## src/rtl/imem_pkg.sv

```systemverilog
// Shared types and helpers for the instruction-memory arbiter.
// Owner tags, the in-flight record and the address legality check live here.
package imem_pkg;

    typedef enum logic [1:0] {
        OWN_NONE  = 2'd0,
        OWN_FETCH = 2'd1,
        OWN_LOAD  = 2'd2
    } imem_owner_e;

    // Record of the single access granted last cycle; its response is due now.
    typedef struct packed {
        imem_owner_e owner;
        logic        is_write;
        logic        bad;
    } imem_inflight_t;

    localparam logic [31:0] NOP_INSTR = 32'h0000_0013;

    // A byte address is unusable if it is not word aligned or indexes past the SRAM.
    function automatic logic imem_addr_bad(input logic [63:0] addr, input int unsigned depth);
        return (addr[1:0] != 2'b00) || (addr[63:2] >= 62'(depth));
    endfunction

endpackage

```

## src/rtl/imem_starve_ctr.sv

```systemverilog
// Saturating loss counter for the loader port.
// Once the loader has lost STARVE_MAX times in a row it is forced a grant.
module imem_starve_ctr #(
    parameter int unsigned STARVE_MAX = 4
) (
    input  logic clk,
    input  logic rst_n,
    input  logic inc,
    input  logic clr,
    output logic force_grant
);

    localparam int unsigned CNT_W = $clog2(STARVE_MAX + 1);
    localparam logic [CNT_W-1:0] CNT_MAX = CNT_W'(STARVE_MAX);

    logic [CNT_W-1:0] count_reg;
    logic [CNT_W-1:0] count_next;

    always_comb begin
        count_next = count_reg;
        if (clr) begin
            count_next = '0;
        end else if (inc && (count_reg < CNT_MAX)) begin
            count_next = count_reg + 1'b1;
        end
    end

    always_ff @(posedge clk or negedge rst_n) begin
        if (!rst_n) begin
            count_reg <= '0;
        end else begin
            count_reg <= count_next;
        end
    end

    assign force_grant = (count_reg >= CNT_MAX);

endmodule

```

## src/rtl/imem_arbiter.sv

```systemverilog
// Single-port instruction SRAM arbiter between the fetch stage and a loader/debug port.
// One grant per cycle; the owner of the in-flight access receives the response one cycle later.
module imem_arbiter
    import imem_pkg::*;
#(
    parameter int unsigned DEPTH      = 1024,
    parameter int unsigned STARVE_MAX = 4,
    localparam int unsigned IDX_W     = $clog2(DEPTH)
) (
    input  logic             clk,
    input  logic             rst_n,
    input  logic             load_mode,

    input  logic             f_req_valid,
    output logic             f_req_ready,
    input  logic [63:0]      f_addr,
    output logic             f_rsp_valid,
    output logic [31:0]      f_rsp_data,
    output logic             f_rsp_err,

    input  logic             l_req_valid,
    output logic             l_req_ready,
    input  logic             l_we,
    input  logic [63:0]      l_addr,
    input  logic [31:0]      l_wdata,
    output logic             l_rsp_valid,
    output logic [31:0]      l_rsp_data,
    output logic             l_rsp_err,

    output logic             mem_en,
    output logic             mem_we,
    output logic [IDX_W-1:0] mem_idx,
    output logic [31:0]      mem_wdata,
    input  logic [31:0]      mem_rdata
);

    logic           force_l;
    logic           f_bad;
    logic           l_bad;
    imem_inflight_t inflight_reg;
    imem_inflight_t inflight_next;

    imem_starve_ctr #(
        .STARVE_MAX (STARVE_MAX)
    ) u_starve_ctr (
        .clk         (clk),
        .rst_n       (rst_n),
        .inc         (l_req_valid && !l_req_ready),
        .clr         (l_req_ready),
        .force_grant (force_l)
    );

    assign f_bad = imem_addr_bad(f_addr, DEPTH);
    assign l_bad = imem_addr_bad(l_addr, DEPTH);

    // Ready already includes valid, so ready alone marks an accept.
    assign f_req_ready = f_req_valid && !load_mode && !force_l;
    assign l_req_ready = l_req_valid && !f_req_ready;

    // Bad requests are accepted and answered, but never touch the SRAM.
    always_comb begin
        mem_en        = 1'b0;
        mem_we        = 1'b0;
        mem_idx       = f_addr[IDX_W+1:2];
        mem_wdata     = '0;
        inflight_next = '{owner: OWN_NONE, is_write: 1'b0, bad: 1'b0};
        if (f_req_ready) begin
            inflight_next = '{owner: OWN_FETCH, is_write: 1'b0, bad: f_bad};
            mem_en        = !f_bad;
        end else if (l_req_ready) begin
            inflight_next = '{owner: OWN_LOAD, is_write: l_we, bad: l_bad};
            mem_en        = !l_bad;
            mem_we        = !l_bad && l_we;
            mem_idx       = l_addr[IDX_W+1:2];
            mem_wdata     = (!l_bad && l_we) ? l_wdata : 32'h0;
        end
    end

    always_ff @(posedge clk or negedge rst_n) begin
        if (!rst_n) begin
            inflight_reg <= '{owner: OWN_NONE, is_write: 1'b0, bad: 1'b0};
        end else begin
            inflight_reg <= inflight_next;
        end
    end

    // Responses are decoded straight from the in-flight record, so reset kills them at once.
    always_comb begin
        f_rsp_valid = (inflight_reg.owner == OWN_FETCH);
        f_rsp_data  = 32'h0;
        f_rsp_err   = 1'b0;
        l_rsp_valid = (inflight_reg.owner == OWN_LOAD);
        l_rsp_data  = 32'h0;
        l_rsp_err   = 1'b0;
        if (f_rsp_valid) begin
            f_rsp_err  = inflight_reg.bad;
            f_rsp_data = inflight_reg.bad ? NOP_INSTR : mem_rdata;
        end
        if (l_rsp_valid) begin
            l_rsp_err  = inflight_reg.bad;
            l_rsp_data = (inflight_reg.bad || inflight_reg.is_write) ? 32'h0 : mem_rdata;
        end
    end

endmodule

```

## config.mk

```make
export PLATFORM = sky130hd
export DESIGN_NAME = imem_arbiter
export DESIGN_NICKNAME = d
export VERILOG_FILES = /design/src/rtl/imem_pkg.sv /design/src/rtl/imem_starve_ctr.sv /design/src/rtl/imem_arbiter.sv
export SDC_FILE = /design/constraint.sdc
export NUM_CORES = 1
export LEC_CHECK = 0
export CAP_MARGIN = 20
export CORE_AREA = 2 2 122 124
export CTS_CLUSTER_DIAMETER = 50
export DETAILED_ROUTE_END_ITERATION = 8
export DIE_AREA = 0 0 124 126
export SETUP_SLACK_MARGIN = 0.02
export SYNTH_ARGS = -nofsm -noshare
export SYNTH_HDL_FRONTEND = slang
export SYNTH_SLANG_ARGS = --single-unit
export TNS_END_PERCENT = 10
```

## constraint.sdc

```tcl
create_clock -name clk -period 2.6 [get_ports clk]
set_clock_uncertainty 0.2 [all_clocks]
set_input_delay 0.39 -clock clk [delete_from_list [all_inputs] [get_ports clk]]
set_output_delay 0.39 -clock clk [all_outputs]
set_load 0.03 [all_outputs]
```

==> run metrics <==
Slew HR 0.733; Fmax 380 MHz; design area 0.00514 mm^2; Iteration-0 DRC Markers 40; setup slack after layout -0.0335 ns; crit-path max FO 5; first drt pass iteration count 4; area share of the largest cell type after synthesis 0.284; GPL Wtd Cong 0.758; CTS Root Cell clkbuf_16; Die Wd 124 um; CTS tree done; antenna-violating nets left 0; Mapped Nets 396; WL per Instance 15.7 um; H-tree depth 1; Synthesis Warnings 0; placed insts 689; worst skew pair latency 0.23 ns; first-pass GRT wire length 15,300 um; share of layout cells above drive strength 1 0.369; Worst Path Buf+Inv 5; outcome finished with violations; CP endpoint kind output port; Main synth FF type dfrtp_1; netlist area before placement 0.00139 mm^2; Post-synth EDFFs 0; vias per cell 3.96; top cells by area, synth and2_1, and3_1, dfrtp_1; CTS Sinks 7; clock buffer depth 2; Hold Crit Class input pin to asynchronous set/reset pin; Layout area overhead 270%; Overflow after GRT 0; Initial Util 0.0971; Max-cap violations 0; total CTS buffers 3; CP most frequent cell buf_6; initial antenna violation count 2; Global Route Usage Sum 0.129; Non-Filler Instances 701; worst reg-to-reg setup slack between 1 and 1.5 ns; vias post-DR 2,777; Final Critical Period 2.63 ns; register bit total from synthesis 7; period utilization 1.01; worst endpoint required time 2.01 ns; most frequent cells in the layout clkdlybuf4s50_1, buf_4, and2_1; VDD IR max between 150 and 200 uV; clock slew seen by the registers of the worst setup and hold paths ~0.040 ns; I/O pin count 312; Setup CP Type input pin to output port; final wirelength 11,000 um; Synth area leader and2_1; commonest non-fill, non-tap cell in the layout clkdlybuf4s50_1; number of remaining DRC errors 0; Avg Cell Area, Syn 7.06 um^2; critical-path cell list buf_2, nor4_1, nand4_1, nor4_4, buf_6, buf_12, buf_16, and3_4, buf_6; Die Y 126 um; Area after DPL 0.00471 mm^2; Total Power around 980 uW; hpwl dp 9430 um; max reg flops 4; Slew @ Worst Pin ~0.40 ns; Nets between 700 and 800; count of cell types in the netlist 24; core area 0.0143 mm^2; Arr. time, crit path 2.04 ns; full die area 0.0156 mm^2; Site Rows 44; Crit path max-delay family simple AND/OR/NAND/NOR gates; PortBufs 311; Pleak about 2.4 nW; CP max stage cell nor4_4; power density cells 191 mW/mm^2; Final setup viols 13; startpoint types input pin; unrepaired setup endpoints after global routing yes; vias in the first global route 2,855; fin. max-slew vios 0; peak per-stage delay on the critical path 0.30 ns; post-synthesis sequential area ratio 0.126; failing checks negative setup slack; pin count of the biggest net entering global routing 35; Post-Syn Instances roughly 200; fraction of registers with async set/reset 1.00; diode count 0; Hold Vio Cnt, Final 0; hold bufs inserted after CTS 0
-- worst paths after layout --
kind                                                  startpoint                               endpoint  depth (start not counted)
max                                                   l_addr[37]                          mem_wdata[31]                          9
min                                                        rst_n              inflight_reg[3]$_DFF_PN0_                          1
max reg2reg                u_starve_ctr.count_reg[2]$_DFFE_PN0P_              inflight_reg[3]$_DFF_PN0_                          5
min reg2reg                u_starve_ctr.count_reg[1]$_DFFE_PN0P_  u_starve_ctr.count_reg[1]$_DFFE_PN0P_                          2
max in group asynchronous                                  rst_n              inflight_reg[0]$_DFF_PN0_                          1
min in group clk           u_starve_ctr.count_reg[1]$_DFFE_PN0P_  u_starve_ctr.count_reg[1]$_DFFE_PN0P_                          2
-- cell families (layout without fill, tap and decap cells) --
group | Yosys count | in the layout | share of synthesized area
AOI/OAI and AO/OA | 4 | 4 | 0.0198
adders and majority gates | 1 | 1 | 0.00900
buffers and inverters | 18 | 338 | 0.0648
DFF | 7 | 7 | 0.126
muxes | 11 | 11 | 0.0891
and+or+nand+nor | 156 | 156 | 0.691
-- per-layer routing --
layer / wire length [um] / global-route usage / vias up
met2: 6090 / 0.271 / 196
met3: 1350 / 0.0371 / 12
li1: - / - / 1348
met5: 27 / 0 / -
met1: 3400 / 0.117 / 1217
met4: 132 / 0.0304 / 4
-- cells in the mapped netlist, types with 2 or more instances --
library cell,instances
and2_1,63
and3_1,28
and3_2,5
buf_6,3
clkbuf_1,10
dfrtp_1,7
inv_1,4
mux2_2,11
nand2_1,3
nand3_1,5
nand4_1,6
nor2_1,11
nor3b_1,2
nor4_1,28
o21ai_0,2
-- power by group --
part / leakage [nW] / total (mW) / internal, mW / switching (mW)
logic: 2.28 / 0.596 / 0.356 / 0.240
clock network: 0.0382 / 0.266 / 0.204 / 0.0614
registers: 0.0907 / 0.122 / 0.116 / 0.00573
-- repair_timing --
item,CTS,global route
buffers inserted,3,1
resized for setup,139,52
setup endpoints to repair,34,34
pin swaps,16,18
gates cloned,4,0
-- layout make-up --
class | count | area, um^2
Fill cell | 1467 | 9170
Timing Repair Buffer | 329 | 3350
Multi-Input combinational cell | 172 | 1290
Tap cell | 184 | 230
Sequential cell | 7 | 175
Clock buffer | 4 | 78.8
Inverter | 5 | 18.8
-- through the flow --
stage	hold slack [ns]	setup slack [ns]	TNS [ns]	util
6_report	0.225	-0.0335	-0.258	0.359
2_1_floorplan	-0.106	0.211	0	-
5_1_grt	0.258	-0.152	-3.48	0.359
3_5_place_dp	0.326	-0.500	-15.63	0.329
3_3_place_gp	0.314	-0.473	-15.46	0.329
4_1_cts	0.242	-0.177	-0.637	0.351
Note: power is estimated with default switching activity, not from simulation.
